### config.mk
export PLATFORM = sky130hd
export DESIGN_NAME = matmul_seq_ctrl
export DESIGN_NICKNAME = d
export VERILOG_FILES = /design/src/rtl/matmul_seq_ctrl.sv
export SDC_FILE = /design/constraint.sdc
export NUM_CORES = 1
export LEC_CHECK = 0
export BUFFER_PORTS_ARGS = -buffer_cell sky130_fd_sc_hd__buf_2
export CAP_MARGIN = 20
export CORE_UTILIZATION = 55
export CTS_CLUSTER_SIZE = 28
export DETAILED_ROUTE_END_ITERATION = 10
export MAX_ROUTING_LAYER = met4
export PLACE_DENSITY = 0.92
export RECOVER_POWER = 50
export SYNTH_ARGS = -nofsm -noshare
export SYNTH_HDL_FRONTEND = slang
export SYNTH_SLANG_ARGS = --single-unit
export TNS_END_PERCENT = 1
### constraint.sdc
create_clock -name clk -period 4.7 [get_ports clk]
set_input_delay 0.94 -clock clk [delete_from_list [all_inputs] [get_ports clk]]
set_output_delay 0.94 -clock clk [all_outputs]
set_load 0.03 [all_outputs]
### src/rtl/matmul_seq_ctrl.sv
// -----------------------------------------------------------------------------
// matmul_seq_ctrl
//
// Byte-serial front end for the NxN matrix-multiply datapath. Operand bytes
// arrive on a valid/ready stream (A row-major, then B row-major). Once both
// operands are held, the datapath is launched, its result matrix is captured
// on dp_done, and the result is streamed out little-endian, BPE bytes per
// element, zero-filled above CW bits.
//
// Optional build macro: MATSEQ_TIMEOUT_EN
//   Adds a WAIT timeout of TIMEOUT cycles. On expiry the controller enters ERR,
//   raises the sticky err flag and streams an all-zero frame. Without the
//   macro WAIT has no bound and err is tied low.
//
// Ports:
//   clk, rst_n            clock, asynchronous active-low reset
//   soft_clr              synchronous abort back to LOAD (highest priority)
//   in_data/valid/ready   operand byte stream
//   dp_a, dp_b            packed operand matrices, element i at [i*DW +: DW]
//   dp_start              one-cycle datapath launch
//   dp_done, dp_c         datapath completion pulse and packed result
//   out_data/valid/ready  result byte stream
//   busy                  high in START/WAIT/UNLOAD
//   frame_done            pulse on the handshake of the last result byte
//   err                   sticky timeout flag
// -----------------------------------------------------------------------------
// state  | meaning
// -------+--------------------------------------------------------------
// LOAD   | accepting 2*N*N operand bytes
// START  | dp_start pulse, operands frozen
// WAIT   | waiting for dp_done (bounded only with MATSEQ_TIMEOUT_EN)
// UNLOAD | streaming captured result bytes
// ERR    | timeout: streaming an all-zero frame with err set
// -----------------------------------------------------------------------------
module matmul_seq_ctrl #(
    parameter int N       = 3,
    parameter int DW      = 8,
    parameter int CW      = 18,
    parameter int TIMEOUT = 15
) (
    input  logic                 clk,
    input  logic                 rst_n,
    input  logic                 soft_clr,
    input  logic [DW-1:0]        in_data,
    input  logic                 in_valid,
    output logic                 in_ready,
    output logic [N*N*DW-1:0]    dp_a,
    output logic [N*N*DW-1:0]    dp_b,
    output logic                 dp_start,
    input  logic                 dp_done,
    input  logic [N*N*CW-1:0]    dp_c,
    output logic [7:0]           out_data,
    output logic                 out_valid,
    input  logic                 out_ready,
    output logic                 busy,
    output logic                 frame_done,
    output logic                 err
);

    localparam int NE    = N * N;
    localparam int NB_IN = 2 * NE;
    localparam int BPE   = (CW + 7) / 8;
    localparam int LDW   = $clog2(NB_IN);
    localparam int ELW   = (NE > 1) ? $clog2(NE) : 1;
    localparam int BSW   = (BPE > 1) ? $clog2(BPE) : 1;

    if (TIMEOUT < 1) begin : g_bad_timeout
        $error("matmul_seq_ctrl: TIMEOUT must be at least 1");
    end

    typedef enum logic [2:0] {
        ST_LOAD   = 3'd0,
        ST_START  = 3'd1,
        ST_WAIT   = 3'd2,
        ST_UNLOAD = 3'd3,
        ST_ERR    = 3'd4
    } state_t;

    state_t state_q, state_d;

    logic [LDW-1:0]       ld_cnt;
    logic [ELW-1:0]       el_cnt;
    logic [BSW-1:0]       bsel;
    logic [NE*DW-1:0]     a_q;
    logic [NE*DW-1:0]     b_q;
    logic [NE*CW-1:0]     c_q;

    logic                 in_fire;
    logic                 out_fire;
    logic                 last_in;
    logic                 last_byte_of_elem;
    logic                 last_out;
    logic                 sending;
    logic [BPE*8-1:0]     elem_ext;
    logic [7:0]           res_byte;

    // Handshakes are derived from the state register directly so that the
    // output decode below does not feed back into itself.
    assign sending           = (state_q == ST_UNLOAD) || (state_q == ST_ERR);
    assign in_fire           = (state_q == ST_LOAD) && in_valid && !soft_clr;
    assign out_fire          = sending && out_ready && !soft_clr;
    assign last_in           = (ld_cnt == LDW'(NB_IN - 1));
    assign last_byte_of_elem = (bsel == BSW'(BPE - 1));
    assign last_out          = last_byte_of_elem && (el_cnt == ELW'(NE - 1));

    assign dp_a       = a_q;
    assign dp_b       = b_q;
    assign frame_done = out_fire && last_out;

`ifdef MATSEQ_TIMEOUT_EN
    localparam int TMW = $clog2(TIMEOUT + 1);
    logic [TMW-1:0] tmo_cnt;
    logic           err_q;
    logic           tmo_hit;

    // Loaded in START, so the bound counts WAIT cycles only.
    assign tmo_hit = (state_q == ST_WAIT) && !dp_done && (tmo_cnt == TMW'(1));
    assign err     = err_q;

    always_ff @(posedge clk or negedge rst_n) begin
        if (!rst_n) begin
            tmo_cnt <= '0;
            err_q   <= 1'b0;
        end else if (soft_clr) begin
            tmo_cnt <= '0;
            err_q   <= 1'b0;
        end else begin
            if (state_q == ST_START) begin
                tmo_cnt <= TMW'(TIMEOUT);
            end else if (state_q == ST_WAIT && tmo_cnt != '0) begin
                tmo_cnt <= tmo_cnt - TMW'(1);
            end
            if (tmo_hit) begin
                err_q <= 1'b1;
            end
        end
    end
`else
    assign err = 1'b0;
`endif

    always_ff @(posedge clk or negedge rst_n) begin
        if (!rst_n) begin
            state_q <= ST_LOAD;
        end else begin
            state_q <= state_d;
        end
    end

    always_comb begin
        state_d   = state_q;
        in_ready  = 1'b0;
        dp_start  = 1'b0;
        out_valid = 1'b0;
        busy      = 1'b0;
        case (state_q)
            ST_LOAD: begin
                in_ready = 1'b1;
                if (in_fire && last_in) begin
                    state_d = ST_START;
                end
            end
            ST_START: begin
                dp_start = 1'b1;
                busy     = 1'b1;
                state_d  = ST_WAIT;
            end
            ST_WAIT: begin
                busy = 1'b1;
                if (dp_done) begin
                    state_d = ST_UNLOAD;
                end
`ifdef MATSEQ_TIMEOUT_EN
                else if (tmo_hit) begin
                    state_d = ST_ERR;
                end
`endif
            end
            ST_UNLOAD: begin
                out_valid = 1'b1;
                busy      = 1'b1;
                if (out_fire && last_out) begin
                    state_d = ST_LOAD;
                end
            end
            ST_ERR: begin
                out_valid = 1'b1;
                if (out_fire && last_out) begin
                    state_d = ST_LOAD;
                end
            end
            default: begin
                state_d = ST_LOAD;
            end
        endcase
        if (soft_clr) begin
            state_d = ST_LOAD;
        end
    end

    // Operand capture and load byte counter. Operands only change in LOAD.
    always_ff @(posedge clk or negedge rst_n) begin
        if (!rst_n) begin
            ld_cnt <= '0;
            a_q    <= '0;
            b_q    <= '0;
        end else if (soft_clr) begin
            ld_cnt <= '0;
        end else if (in_fire) begin
            for (int i = 0; i < NE; i++) begin
                if (ld_cnt == LDW'(i)) begin
                    a_q[i*DW +: DW] <= in_data;
                end
                if (ld_cnt == LDW'(NE + i)) begin
                    b_q[i*DW +: DW] <= in_data;
                end
            end
            ld_cnt <= last_in ? '0 : ld_cnt + LDW'(1);
        end
    end

    // Result capture (WAIT only) and unload element/byte counters.
    always_ff @(posedge clk or negedge rst_n) begin
        if (!rst_n) begin
            c_q    <= '0;
            el_cnt <= '0;
            bsel   <= '0;
        end else if (soft_clr) begin
            el_cnt <= '0;
            bsel   <= '0;
        end else begin
            if (state_q == ST_WAIT && dp_done) begin
                c_q <= dp_c;
            end
            if (out_fire) begin
                if (last_byte_of_elem) begin
                    bsel   <= '0;
                    el_cnt <= last_out ? '0 : el_cnt + ELW'(1);
                end else begin
                    bsel <= bsel + BSW'(1);
                end
            end
        end
    end

    // Byte select of the current result element, zero-extended to BPE bytes.
    always_comb begin
        elem_ext = '0;
        res_byte = '0;
        for (int i = 0; i < NE; i++) begin
            if (el_cnt == ELW'(i)) begin
                elem_ext[CW-1:0] = c_q[i*CW +: CW];
            end
        end
        for (int k = 0; k < BPE; k++) begin
            if (bsel == BSW'(k)) begin
                res_byte = elem_ext[k*8 +: 8];
            end
        end
    end

    // ERR streams zeros; outside the unload states the bus idles at zero.
    assign out_data = (state_q == ST_UNLOAD) ? res_byte : 8'h00;

endmodule

Word-level counts from Yosys, hierarchy flattened
Index checks and enable logic that the tools add are counted.
Storage, ports and cells
  register bits: 320
  input port bits: 176
  output and inout bits: 158
Cells by class
  add/sub/neg operators: 3
  eq/ne operators: 34
  muxes and demuxes: 32
  bitwise operators: 1
  reduce and logical (&&, ||, !) cells: 40
Operators by type and width (number)
  two-way mux 18 bit: 9
  AND reduction 3 bit: 19
  equality test 5 x 4 -> 1 bit, second input constant: 8
  two-way mux 8 bit: 4
  equality test 5 x 3 -> 1 bit, second input constant: 4
  equality test 4 x 3 -> 1 bit, second input constant: 4
  two-way mux 4 bit: 4
  two-way mux 5 bit: 3
  two-way mux 3 bit: 4
  case mux 3 bit (4 select lines): 1
  equality test 5 x 2 -> 1 bit, second input constant: 2
  equality test 5 bit, second input constant: 2
  equality test 4 x 2 -> 1 bit, second input constant: 2
  logical AND 1 bit: 8
  equality test 3 x 2 -> 1 bit, second input constant: 2
  two-way mux 2 bit: 3
  nonzero test 2 bit: 3
  adder 5 x 1 -> 5 bit, second input constant: 1
  equality test 5 x 1 -> 1 bit, second input constant: 1
  logical NOT 5 bit: 1
  adder 4 x 1 -> 4 bit, second input constant: 1
  equality test 4 x 1 -> 1 bit, second input constant: 1
  equality test 4 bit, second input constant: 1
  logical NOT 4 bit: 1
  17 further kinds: 21

Longest topological paths before layout
  word-level depth: 14
  mapped depth: 10
  gate-level depth less buffers: 7

Worst setup path before layout
OpenSTA, ideal clock, no wires.
  kind: flip-flop to output port
  start point: reg el_cnt[1]
  end point: out out_data[6]
  arrival time: 2.380 ns
  required time: 3.760 ns
  path slack: 1.380 ns
  cell stages (with the launch flop): 11
  path buffers: 3
  cells stage by stage: dfrtp_1 > inv_1 > ha_1 > buf_2 > nor2b_1 > buf_2 > buf_2 > a22oi_1 > o21ai_0 > a221oi_1 > o32ai_1
On the way
  word-level cells in the longest chain between the ends: 14
  elaborated cells between the ends (all ways): 22
  classes of those cells: 8 x eq/ne; 13 x mux; 1 x reduce/logical
Ends and longest elaborated chain
  start: declaration: RTL line 82  | logic [ELW-1:0] el_cnt;
  start signal: assignment: RTL line 238  | el_cnt <= last_out ? '0 : el_cnt + ELW'(1);
  logical NOT 4 bit: RTL line 251  | if (el_cnt == ELW'(i)) begin
  two-way mux 18 bit (8 in a row): RTL line 251
  two-way mux 18 bit (*): RTL line 251
  two-way mux 8 bit: RTL line 256  | if (bsel == BSW'(k)) begin
  two-way mux 8 bit (*) (2 in a row): RTL line 256
  two-way mux 8 bit (*): RTL line 263  | assign out_data = (state_q == ST_UNLOAD) ? res_byte : 8'h00;
  end: declaration: RTL line 52  | output logic [7:0] out_data,
Mark *: on every way between the ends. The rest lies on a longest branch, timed or not.

Worst setup path in the final report
  start point: reg el_cnt[0]
  end point: out out_data[5]
The elaborated chain is that of the path after synthesis.

==> metrics.txt <==
vias in the first global route=10.9k; CP max stage delay=690 ps; # nets final=1531; area growth from synthesis to layout=21.5%; first-pass GRT wire length=62.5 mm; clk_lat worst skew=520 ps; global-route usage over all layers=32.5%; antenna violations before repair=5; Initial DRC Count=913; share of cells above drive strength 1=48.5%; worst-case clock buffer depth=3; Post-CTS Setup Repair Bufs=0; Remaining Overflow, GRT=0; final period utilization=96.2%; Clock Power Share=45.0%; final setup violation count=0; setup TNS=0 ps; CTS tree=yes; critical path's top delay family=compound AO/OA/AOI/OAI gates; Final ANT Viol Nets=0; Worst Path Arrival=3580 ps; fin cells=1698; via count=10.2k; Slew headroom=-77.9%; share of flip-flops with an asynchronous set or reset=100%; Max Slew Vio Count=131; Initial Util=55.8%; nature of the critical path startpoint=flip-flop; Int Pwr=4.68 mW; DR vias/cell=6.01; Reg clk slew, reported paths=60 ps; worst setup margin=177 ps; Chip Height=162 um; CP max stage cell=nand3b_1; clk root buf=clkbuf_16; DR DRC count=0; syn_area_per_cell=13.7 um2; WL per Instance=24.0 um; worst-path fanout max=21; Final min period=4520 ps; Placed Instances=1635; Post-synth EDFFs=0; Synth area leaders=dfrtp_1 57%, mux2_2 24%, o21ai_0 1.5%; Comb pwr share=8.6%; #FFs+latches synth=319; crit end category=primary output; endpoints failing hold=0; fmax=221 MHz; Post-CTS Resized=0; routability cong.=0.969; sequential share of the synthesized area=57.0%; core area=0.0251 mm2; P_sw=1.51 mW; drt pass-1 iters=5; Hold Worst Slack=490 ps; H-tree lvl count=2; status=complete, but fails checks; CP Class=reg2out; die width=162 um; IO Count=334; worst-path cell chain=inv_1 > ha_1 > nand3b_1 > o21ai_0 > a221oi_1 > o32ai_1 > buf_2; row count=58; largest net degree at the start of global routing=103; RSZ-0062 raised after global routing=false; Yosys Warn Count=0; MaxCap Viol Count=2; final core utilization=67.8%; Mapped Nets=1216; Synth area leader=dfrtp_1; dominant synthesized flop cell=dfrtp_1; Worst Tran Pin Value=2670 ps; Sw Ratio=24.4%; cts-stage hold buffer count=0; Hold WC Path Type=reg2reg; Num Clock Sinks=319; Reg power frac=46.5%; TritonCTS buffer count=34; failing checks=capacitance limit, slew limit; Max VDD drop=0.000366 V; synth unique cells=68; met3 Usage GRT=8.58%; DIE AREA=0.0261 mm2; Netlist Area Pre-Place=0.0140 mm2; met2 usage=56.4%; Req. time, crit path=3760 ps; Port Buffers=332; leak pwr=8.90 nW; PD cells=364 mW/mm2; M1 GR Usage=36.3%; Routed WL=40.7 mm; Yosys top cell area share=57.0%; global routing's busiest layer=met2; Syn Inst Count=1026; HPWL after detailed placement=28.3 mm; Layout Skew=13.2 ps; worst path bufs/invs=2; worst slack at placement=846 ps
[state kept, by name, indices dropped and copies added (netlist names)]
name     flops
c_q        162
el_cnt       4
dp_a        72
bsel         2
dp_b        72
state_q      2
ld_cnt       5
[cell type report]
| type | instances | area [um2] |
|---|---|---|
| antenna | 5 | 12.5 |
| clock buffer | 50 | 1030 |
| clock inverter | 8 | 121 |
| fill | 1758 | 8090 |
| inverter | 13 | 48.8 |
| multi-input combinational | 627 | 5670 |
| sequential | 319 | 7980 |
| tap | 330 | 413 |
| timing repair buffer | 346 | 1740 |
[metal layers]
| layer | up-vias | part of all wire (%) |
|---|---|---|
| met5 | - | 0 |
| met4 | 0 | 3.2 |
| met3 | 114 | 8.8 |
| met2 | 530 | 52 |
| met1 | 5171 | 36 |
| li1 | 4397 | - |
[path summary, 6_finish.rpt]
kind	start	end	slack, ps	depth (start not counted)
max in group asynchronous	rst_n	c_q[31]$_DFFE_PN0P_	1000	2
setup / recovery	el_cnt[0]$_DFFE_PN0P_	out_data[5]	180	7
hold / removal	dp_a[39]$_DFFE_PN0P_	dp_a[39]$_DFFE_PN0P_	490	1
setup reg to reg	el_cnt[0]$_DFFE_PN0P_	state_q[0]$_DFFE_PN0P_	1640	7
min in group asynchronous	rst_n	c_q[157]$_DFFE_PN0P_	1240	1
hold reg to reg	dp_a[39]$_DFFE_PN0P_	dp_a[39]$_DFFE_PN0P_	490	1
[Yosys cell counts, drive strengths merged, types with 5 or more instances]
library cell,number
nor2,24
a2111oi,6
dfrtp,319
o21ai,44
o22ai,8
nand3b,7
o221ai,7
inv,13
nand3,14
buf,28
a221oi,19
mux2,306
a221o,6
nor2b,8
and3,5
a21oi,29
nor3,8
clkbuf,39
ha,14
nand2,38
nand2b,8
a22oi,11
[worst register-to-register path, delay by kind of cell, from the launching register on]
kind / cells / cell delay (ps)
adders and majority gates: 1 / 630
DFF: 1 / 430
and+or+nand+nor: 2 / 750
xor gates and xnor gates: 1 / 170
buffers and inverters: 1 / 100
AOI/OAI and AO/OA: 2 / 860
[per-stage QoR]
stage | area [um2] | total power, mW
after detailed placement | 15900 | 3.45
after floorplan | 14000 | 3.18
after CTS | 17100 | 6.24
final | 17000 | 6.19
after global routing | 17000 | 6.37
after global placement | 15900 | 3.44
[power by group through the flow]
stage / logic, mW / clock network (mW) / registers [mW]
after detailed placement: 0.536 / 0 / 2.92
after CTS: 0.547 / 2.82 / 2.88
after global placement: 0.526 / 0 / 2.91
after global routing: 0.562 / 2.92 / 2.88
after floorplan: 0.104 / 0 / 3.08
final: 0.531 / 2.78 / 2.88
[placed cells by master (no fill, tap or decap), types with 4 or more instances in the layout]
master / instances
a2111oi_0: 6
a21oi_1: 29
a221o_1: 6
a221oi_1: 19
a22o_1: 4
a22oi_1: 11
and3_1: 5
buf_12: 4
buf_2: 271
buf_4: 8
clkbuf_1: 68
clkbuf_16: 37
clkbuf_8: 6
dfrtp_1: 319
diode_2: 5
ha_1: 14
inv_1: 13
mux2_2: 304
nand2_1: 37
nand2b_1: 8
nand3_1: 9
nand3_4: 4
nand3b_1: 4
nand4_1: 4
nor2_1: 23
nor2b_1: 8
nor3_1: 6
o21ai_0: 43
o221a_2: 4
o221ai_1: 7
o22ai_1: 8
[logic make-up (layout without fill, tap and decap cells)]
| family | Yosys count | after routing | synth area share (%) |
|---|---|---|---|
| compound gates | 170 | 170 | 8.48 |
| xor+xnor | 1 | 1 | 0.0625 |
| fa+ha+maj | 14 | 14 | 1.25 |
| buf+inv | 80 | 417 | 2.47 |
| flops | 319 | 319 | 57.0 |
| mux | 309 | 309 | 24.8 |
| other cells | 1 | 6 | 0.0268 |
| simple gates | 132 | 132 | 5.91 |
Power figures use the tool's default switching activity.
